[src/rtl/apb_slave_regs16_pkg.sv]
// rtl/apb_slave_regs16_pkg.sv - shared types, constants and decode helper for the APB register completer
package apb_slave_pkg16;

    typedef enum logic {
        IDLE,
        ACCESS
    } state_t;

    localparam int ADDR_LSB16 = 2;
    localparam int MAX_WAIT16 = 15;

    // Misaligned, beyond the bank, or a write aimed at the read-only status word.
    function automatic logic decode_err16(
        input logic [1:0] byte_off,
        input logic       out_of_range,
        input logic       is_write,
        input logic [3:0] idx,
        input logic [3:0] ro_idx
    );
        return (byte_off != 2'b00) || out_of_range || (is_write && (idx == ro_idx));
    endfunction

endpackage

[src/rtl/apb_slave_regs16_if.sv]
// rtl/apb_slave_regs16_if.sv - APB bus signals seen by one completer select line
interface apb_slave_regs16_if #(
    parameter int PADDR_WIDTH16  = 32,
    parameter int PWDATA_WIDTH16 = 32,
    parameter int PRDATA_WIDTH16 = 32
);
    logic [PADDR_WIDTH16-1:0]  paddr16;
    logic                      prwd16;
    logic [PWDATA_WIDTH16-1:0] pwdata16;
    logic                      penable16;
    logic                      psel16;
    logic [PRDATA_WIDTH16-1:0] prdata16;
    logic                      pslverr16;
    logic                      pready16;

    modport master (
        output paddr16, prwd16, pwdata16, penable16, psel16,
        input  prdata16, pslverr16, pready16
    );

    modport slave (
        input  paddr16, prwd16, pwdata16, penable16, psel16,
        output prdata16, pslverr16, pready16
    );
endinterface

[src/rtl/apb_slave_regs16.sv]
// rtl/apb_slave_regs16.sv - APB completer with a word-addressed register bank and configurable wait states
module apb_slave_regs16
    import apb_slave_pkg16::*;
#(
    parameter int PADDR_WIDTH16  = 32,
    parameter int PWDATA_WIDTH16 = 32,
    parameter int PRDATA_WIDTH16 = 32,
    parameter int NUM_REGS16     = 8,
    parameter int WAIT_STATES16  = 0
) (
    input  logic                                     pclock16,
    input  logic                                     preset16,
    apb_slave_regs16_if.slave                        bus,
    input  logic [PRDATA_WIDTH16-1:0]                status_in16,
    output logic [(NUM_REGS16-1)*PWDATA_WIDTH16-1:0] regs_out16
);

    localparam int                     NUM_RW     = NUM_REGS16 - 1;
    localparam logic [3:0]             RO_IDX     = 4'(NUM_REGS16 - 1);
    localparam logic [3:0]             WAIT_LOAD  = 4'(WAIT_STATES16);
    localparam logic [PADDR_WIDTH16-1:0] ADDR_LIMIT = PADDR_WIDTH16'(NUM_REGS16 * 4);

    if (PRDATA_WIDTH16 != PWDATA_WIDTH16) begin : g_bad_width
        $error("PRDATA_WIDTH16 must equal PWDATA_WIDTH16");
    end
    if (WAIT_STATES16 < 0 || WAIT_STATES16 > MAX_WAIT16) begin : g_bad_wait
        $error("WAIT_STATES16 out of range");
    end
    if (NUM_REGS16 < 2 || NUM_REGS16 > 16) begin : g_bad_regs
        $error("NUM_REGS16 out of range");
    end

    state_t                    state_q, state_d;
    logic [3:0]                cnt_q, cnt_d;
    logic [3:0]                idx_q;
    logic                      write_q;
    logic                      err_q;
    logic                      load;
    logic                      commit;
    logic                      ready;
    logic [PWDATA_WIDTH16-1:0] regs_q [NUM_RW];
    logic [PWDATA_WIDTH16-1:0] rd_word;
    logic [3:0]                dec_idx;
    logic                      dec_err;

    assign dec_idx = bus.paddr16[ADDR_LSB16 +: 4];
    assign dec_err = decode_err16(bus.paddr16[1:0], bus.paddr16 >= ADDR_LIMIT,
                                  bus.prwd16, dec_idx, RO_IDX);

    always_ff @(posedge pclock16 or negedge preset16) begin
        if (!preset16) begin
            state_q <= IDLE;
            cnt_q   <= '0;
            idx_q   <= '0;
            write_q <= 1'b0;
            err_q   <= 1'b0;
            for (int i = 0; i < NUM_RW; i++) regs_q[i] <= '0;
        end else begin
            state_q <= state_d;
            cnt_q   <= cnt_d;
            if (load) begin
                idx_q   <= dec_idx;
                write_q <= bus.prwd16;
                err_q   <= dec_err;
            end
            for (int i = 0; i < NUM_RW; i++) begin
                if (commit && idx_q == 4'(i)) regs_q[i] <= bus.pwdata16;
            end
        end
    end

    // Losing psel mid-access is an abort: no commit, no response.
    always_comb begin
        state_d = state_q;
        cnt_d   = cnt_q;
        load    = 1'b0;
        commit  = 1'b0;
        case (state_q)
            IDLE: begin
                if (bus.psel16 && !bus.penable16) begin
                    state_d = ACCESS;
                    cnt_d   = WAIT_LOAD;
                    load    = 1'b1;
                end
            end
            ACCESS: begin
                if (!bus.psel16) begin
                    state_d = IDLE;
                end else if (bus.penable16) begin
                    if (cnt_q != 4'd0) begin
                        cnt_d = cnt_q - 4'd1;
                    end else begin
                        state_d = IDLE;
                        commit  = write_q && !err_q;
                    end
                end
            end
            default: state_d = IDLE;
        endcase
    end

    always_comb begin
        rd_word = '0;
        if (idx_q == RO_IDX) begin
            rd_word = status_in16;
        end else begin
            for (int i = 0; i < NUM_RW; i++) begin
                if (idx_q == 4'(i)) rd_word = regs_q[i];
            end
        end
    end

    assign ready         = (state_q == ACCESS) && (cnt_q == 4'd0);
    assign bus.pready16  = ready;
    assign bus.pslverr16 = ready && err_q;
    assign bus.prdata16  = (ready && !write_q && !err_q) ? rd_word : '0;

    always_comb begin
        regs_out16 = '0;
        for (int i = 0; i < NUM_RW; i++) begin
            regs_out16[i*PWDATA_WIDTH16 +: PWDATA_WIDTH16] = regs_q[i];
        end
    end

endmodule

[src/flat_wrapper.sv]
// flat-port wrapper written by rule: the top's interface ports become plain ports
module apb_slave_regs16_flat import apb_slave_pkg16::*;
#(
    parameter int PADDR_WIDTH16  = 32,
    parameter int PWDATA_WIDTH16 = 32,
    parameter int PRDATA_WIDTH16 = 32,
    parameter int NUM_REGS16     = 8,
    parameter int WAIT_STATES16  = 0
)
  (pclock16, preset16, status_in16, regs_out16, bus_paddr16, bus_prwd16, bus_pwdata16, bus_penable16, bus_psel16, bus_prdata16, bus_pslverr16, bus_pready16);
  apb_slave_regs16_if #(.PADDR_WIDTH16(PADDR_WIDTH16), .PWDATA_WIDTH16(PWDATA_WIDTH16), .PRDATA_WIDTH16(PRDATA_WIDTH16)) bus_i ();
  input  logic pclock16;
  input  logic preset16;
  input  logic [PRDATA_WIDTH16-1:0] status_in16;
  output logic [(NUM_REGS16-1)*PWDATA_WIDTH16-1:0] regs_out16;
  input wire logic [$bits(bus_i.paddr16)-1:0] bus_paddr16;
  input wire logic [$bits(bus_i.prwd16)-1:0] bus_prwd16;
  input wire logic [$bits(bus_i.pwdata16)-1:0] bus_pwdata16;
  input wire logic [$bits(bus_i.penable16)-1:0] bus_penable16;
  input wire logic [$bits(bus_i.psel16)-1:0] bus_psel16;
  output wire logic [$bits(bus_i.prdata16)-1:0] bus_prdata16;
  output wire logic [$bits(bus_i.pslverr16)-1:0] bus_pslverr16;
  output wire logic [$bits(bus_i.pready16)-1:0] bus_pready16;
  assign bus_i.paddr16 = bus_paddr16;
  assign bus_i.prwd16 = bus_prwd16;
  assign bus_i.pwdata16 = bus_pwdata16;
  assign bus_i.penable16 = bus_penable16;
  assign bus_i.psel16 = bus_psel16;
  assign bus_prdata16 = bus_i.prdata16;
  assign bus_pslverr16 = bus_i.pslverr16;
  assign bus_pready16 = bus_i.pready16;
  apb_slave_regs16 #(.PADDR_WIDTH16(PADDR_WIDTH16), .PWDATA_WIDTH16(PWDATA_WIDTH16), .PRDATA_WIDTH16(PRDATA_WIDTH16), .NUM_REGS16(NUM_REGS16), .WAIT_STATES16(WAIT_STATES16)) u_core (.pclock16(pclock16), .preset16(preset16), .bus(bus_i), .status_in16(status_in16), .regs_out16(regs_out16));
endmodule
[config.mk]
export PLATFORM = sky130hd
export DESIGN_NAME = apb_slave_regs16_flat
export DESIGN_NICKNAME = d
export VERILOG_FILES = /design/src/rtl/apb_slave_regs16_pkg.sv /design/src/rtl/apb_slave_regs16_if.sv /design/src/rtl/apb_slave_regs16.sv /design/src/flat_wrapper.sv
export SDC_FILE = /design/constraint.sdc
export NUM_CORES = 1
export LEC_CHECK = 0
export CELL_PAD_IN_SITES_DETAIL_PLACEMENT = 1
export CELL_PAD_IN_SITES_GLOBAL_PLACEMENT = 1
export CORE_MARGIN = 2
export CORE_UTILIZATION = 40
export DETAILED_ROUTE_END_ITERATION = 10
export PLACE_DENSITY_LB_ADDON = 0.1
export SLEW_MARGIN = 10
export SYNTH_ARGS = -nofsm -noshare
export SYNTH_HDL_FRONTEND = slang
export SYNTH_SLANG_ARGS = --single-unit
[constraint.sdc]
create_clock -name pclock16 -period 6.9 [get_ports pclock16]
set_clock_uncertainty 0.15 [all_clocks]
set_input_delay 0.69 -clock pclock16 [delete_from_list [all_inputs] [get_ports pclock16]]
set_output_delay 0.69 -clock pclock16 [all_outputs]
set_load 0.005 [all_outputs]
== Yosys cells after proc, flatten, opt, wreduce, memory -nomap -nowiden ==
Index checks and enable logic that the tools add are counted.

* Input bits: 101
* Output and inout port bits: 258
* Register bits after elaboration: 235

* $add $sub $neg: 1
* Multiplexer cells: 24
* Bitwise operators: 1
* Equality and inequality tests: 12
* Order comparisons: 1
* Reductions and logical operators: 24

{| class="wikitable"
|+ Operators by type and width
! operator !! count
|-
| $mux W32 || 9
|-
| $ge A32 B6 Y1 const B || 1
|-
| $eq A4 B3 Y1 const B || 5
|-
| $mux W4 || 4
|-
| $logic_and A1 B1 Y1 || 14
|-
| $mux W1 || 9
|-
| $eq A4 B2 Y1 const B || 2
|-
| $logic_not A4 Y1 || 2
|-
| $pmux W4 S2 || 1
|-
| $ne A2 B2 Y1 const B || 3
|-
| $eq A4 B1 Y1 const B || 1
|-
| $reduce_and A4 Y1 || 1
|-
| $reduce_bool A4 Y1 || 1
|-
| $sub A4 B1 Y4 const B || 1
|-
| $logic_not A1 Y1 || 3
|-
| $logic_or A1 B1 Y1 || 2
|-
| $ne A2 B1 Y1 const B || 1
|-
| $pmux W1 S2 || 1
|-
| $reduce_bool A2 Y1 || 1
|-
| $not A1 Y1 || 1
|}

== Longest topological paths before layout ==
* Word-level depth: 10
* Mapped depth: 9
* Gate-level depth less buffers: 7

== Least setup slack after synthesis ==
No wires, ideal clock.

* Kind: register -> output
* Start point: register u_core.cnt_q[0]
* End point: output port bus_prdata16[19]
* Stages on the path, launching flop included: 9
* Data required time: 6.060 ns
* Setup slack: 4.062 ns
* Arrival time: 1.998 ns
* Cell sequence: dfrtp_1 > inv_1 > ha_1 > nand4bb_1 > clkbuf_2 > nor4_2 > clkbuf_1 > a22oi_1 > o21ai_0

* Longest elaborated chain between the ends: 5

{| class="wikitable"
|+ Ends and longest elaborated chain
! item !! line !! source
|-
| start: declaration || apb_slave_regs16.sv:34 || <nowiki>logic [3:0] cnt_q, cnt_d;</nowiki>
|-
| start signal: assignment || apb_slave_regs16.sv:60 || <nowiki>cnt_q <= cnt_d;</nowiki>
|-
| $logic_not A4 Y1 || apb_slave_regs16.sv:113 || <nowiki>assign ready = (state_q == ACCESS) && (cnt_q == 4'd0);</nowiki>
|-
| $logic_and A1 B1 Y1 || apb_slave_regs16.sv:113 ||
|-
| $logic_and A1 B1 Y1 (2 in series) || apb_slave_regs16.sv:116 || <nowiki>assign bus.prdata16 = (ready && !write_q && !err_q) ? rd_word : '0;</nowiki>
|-
| $mux W32 || apb_slave_regs16.sv:116 ||
|-
| end: declaration || flat_wrapper.sv:21 || <nowiki>output wire logic [$bits(bus_i.prdata16)-1:0] bus_prdata16;</nowiki>
|}

Every way passes these cells.

== Worst setup path after layout ==
* Start point: register u_core.idx_q[2]
* End point: output port bus_prdata16[3]

* Longest elaborated chain between the ends: 10

{| class="wikitable"
|+ Ends and longest elaborated chain
! item !! line !! source
|-
| start: declaration || apb_slave_regs16.sv:35 || <nowiki>logic [3:0] idx_q;</nowiki>
|-
| start signal: assignment || apb_slave_regs16.sv:62 || <nowiki>idx_q <= dec_idx;</nowiki>
|-
| $logic_not A4 Y1 || apb_slave_regs16.sv:108 || <nowiki>if (idx_q == 4'(i)) rd_word = regs_q[i];</nowiki>
|-
| $mux W32 (7 in series) || apb_slave_regs16.sv:108 ||
|-
| $mux W32 * || apb_slave_regs16.sv:104 || <nowiki>if (idx_q == RO_IDX) begin</nowiki>
|-
| $mux W32 * || apb_slave_regs16.sv:116 ||
|}

Every way passes the cells marked *; elsewhere a longest branch is shown, timed or not.

==> impl_metrics.toml <==
[outcome]
run_status = "finished clean"

[cts]
ctsRootBufferMaster = "clkbuf_16"
clk_buf_depth = 3
buffers_inserted_during_post_cts_setup_optimization = 0
hold_buffers = 0
h-tree-depth = 1
tritoncts_clock_tree = "done"
post_cts.resized_instances = 0
insertion_delay_of_the_later_clocked_pin_in_the_worst_skew_pair_ns = 0.53
tritoncts.num_buffers = 28
cts_num_sinks = 235
worst_setup_hold_path_clk_slew_ns = 0.06

[sta]
rsz0062_at_grt = "false"
minimum_clock_period_after_layout_ns = 4.99
max_clock_freq_mhz = 201
timing.slew.headroom_pct = 22.5
maxSlewViolCount = 0
worst_margin_slew_ns = 1.16
hold_slack_ns = 0.0256
setup-violations-final = 0
total_count_of_hold_check_failures_in_the_final_report = 0
setup-tns-final_ns = 0
final_min_period_over_clock_period_pct = 72.3

[global_routing]
vias_in_the_first_global_route = 10138
grt_antenna_before_repair = 0
grt_start_max_net_pins = 140
grt_overflow = 0
first_pass_grt_wire_length_um = 65400
globalRouteTotalUtil_pct = 28.5

[routing]
drt-wirelength-per-cell_um = 26.3
route.detailed.vias_per_inst = 5.65
dr.pass1.iters = 5
detail-route-antenna-nets = 0
post-route-drc-count = 0
drt_initial_violations = 586
drt-total-wl_um = 43400
num_vias = 9313

[setup_path]
path_cells = "nand2b_2 -> nor4_4 -> buf_4 -> a22oi_1 -> o21ai_0 -> clkdlybuf4s50_1"
crit_arrival_ns = 4.15
critical_path_peak_fanout = 24
capture_point_of_the_worst_reg_to_reg_path = "u_core.regs_out16[4]$_DFFE_PN0P_"
cp.required_ns = 6.06
critical_path_s_slowest_cell = "nor4_4"
critical_path.endpoint_type = "output port"
cp_slowest_stage_delay_ns = 0.89
critical_setup_path_class = "flop to output port"
crit_path_start_kind = "flop"
worst_r2r_startpoint = "u_core.idx_q[0]$_DFFE_PN0P_"
r2r_slack_ns = 2.90
worstRegToRegCells = 5
crit_path_start = "u_core.idx_q[2]$_DFFE_PN0P_"
worstSetupEndpoint = "bus_prdata16[3]"

[yosys]
synth.ff_latch_count = 235
distinct_cells_synth = 50
mappedNetlistArea_um2 = 11400
ys_top_cells_by_area = "dfrtp_1, mux2_2, mux2i_1"
synth-main-ff-cell = "dfrtp_1"
synthDominantAreaCellType = "dfrtp_1"
synthCells = 916
syn-num-nets = 1018
post_synth_edffs = 0
yosysWarnings = 0
synth_top_cell_area_share_pct = 51.5
ys_seq_area_share_pct = 51.5
synthArstFlopShare_pct = 100
avgSynthCellArea_um2 = 12.5

[power]
p_leak_nw = 7.14
ir_drop_mv = 0.133
cellPowerDensity_nw_per_um2 = 245

[floorplanning]
placementRows = 61
floorplan.initialDensity_pct = 40.9
full_die_area_um2 = 29900
chipHeight_um = 173
die_width_um = 173
core_box_area_um2 = 27900
pin_count = 359

[cells_and_area]
design.final.nets = 1355
antenna_cells = 0
layout.cells.most_common = "clkdlybuf4s50_1"
most-common-layout-cells = "clkdlybuf4s50_1, dfrtp_1, mux2_2, o21ai_0, nor2_1"
area_growth_syn_to_layout_pct = 41.2
layout-drive-gt1-share_pct = 24.2

[flow_run]
max_cap_viol_count = 0

[placement]
placer_congestion = 0.818
post-dp-hpwl_um = 29200
input_output_buffers = 358

[min_path]
worstHoldPathType = "primary input to async pin"
cell usage after synthesis, drive strengths merged, types with 2 or more instances:
cell,number
dfrtp,235
mux2,228
nor2,53
o21ai,52
mux2i,49
o21a,38
buf,36
clkbuf,29
a22oi,26
a21oi,17
nand2,17
nand2b,14
o32ai,13
nor3,11
a22o,10
a221oi,8
inv,7
nand3,7
nor4,7
o211ai,6
o31ai,6
or3,6
and3,5
a31o,4
nand4,4
nor2b,4
o2bb2ai,4
or2,4
o22ai,2
worst min path at each step:
stage / endpoint / slack, ns / depth (start not counted)
after CTS: u_core.regs_out16[213]$_DFFE_PN0P_ / 0.05 / 1
after detailed placement: u_core.regs_out16[197]$_DFFE_PN0P_ / 0.37 / 1
after floorplan: u_core.cnt_q[0]$_DFFE_PN0P_ / 0.24 / 0
final: u_core.regs_out16[213]$_DFFE_PN0P_ / 0.03 / 1
after global routing: u_core.regs_out16[53]$_DFFE_PN0P_ / 0.06 / 1
after global placement: u_core.regs_out16[197]$_DFFE_PN0P_ / 0.35 / 1
cell type report:
cell class              instances  area, um^2
fillers                      2872       11800
flip-flops and latches        235        5880
well taps                     378         473
inverters                       8        30.0
clock inverters                 6        33.8
multi-input cells             608        5150
clock buffers                  42         835
repair buffers                372        3710
critical path: cells and delay by family (launching register included):
family,cells,cell delay [ns]
AO/OA/AOI/OAI,2,0.29
buffers and inverters,2,0.95
flip-flops,1,0.81
AND/OR/NAND/NOR,2,1.54
per-stage QoR:
step	util, %	worst slack (ns)	cells	power (mW)	area, um^2
finish	57.7	1.91	1649	3.95	16100
global route	57.7	1.73	1649	4.12	16100
CTS	57.7	1.68	1649	3.98	16100
detailed placement	54.6	2.24	1601	2.57	15200
global placement	54.6	2.35	1601	2.55	15200
floorplan	-	4.06	916	2.04	11400
layer usage:
layer	share of wire, %	global-route usage (%)	vias to the layer above
met1	43	37.1	4849
met4	2.3	7.27	0
met2	49	48.1	337
li1	-	-	4068
met3	6.5	6.62	59
met5	0	0	-
cell families after synthesis:
kind of cell	after synthesis	share of synthesized area (%)
muxes	277	26.8
DFF	235	51.5
AOI/OAI and AO/OA	190	11.4
buffers and inverters	73	3.86
and+or+nand+nor	140	6.29
adders and majority gates	1	0.110
state kept, by name (all words and copies together), names as in the netlist:
signal	count
u_core.idx_q	4
u_core.cnt_q	4
u_core.err_q	1
u_core.write_q	1
u_core.state_q	1
u_core.regs_out16	224
power by group:
group / internal [mW] / switching, mW / leakage, nW
combinational: 0.455 / 0.449 / 3.45
clock: 0.827 / 0.574 / 0.432
sequential: 1.49 / 0.154 / 3.26
Note: power is estimated with default switching activity, not from simulation.
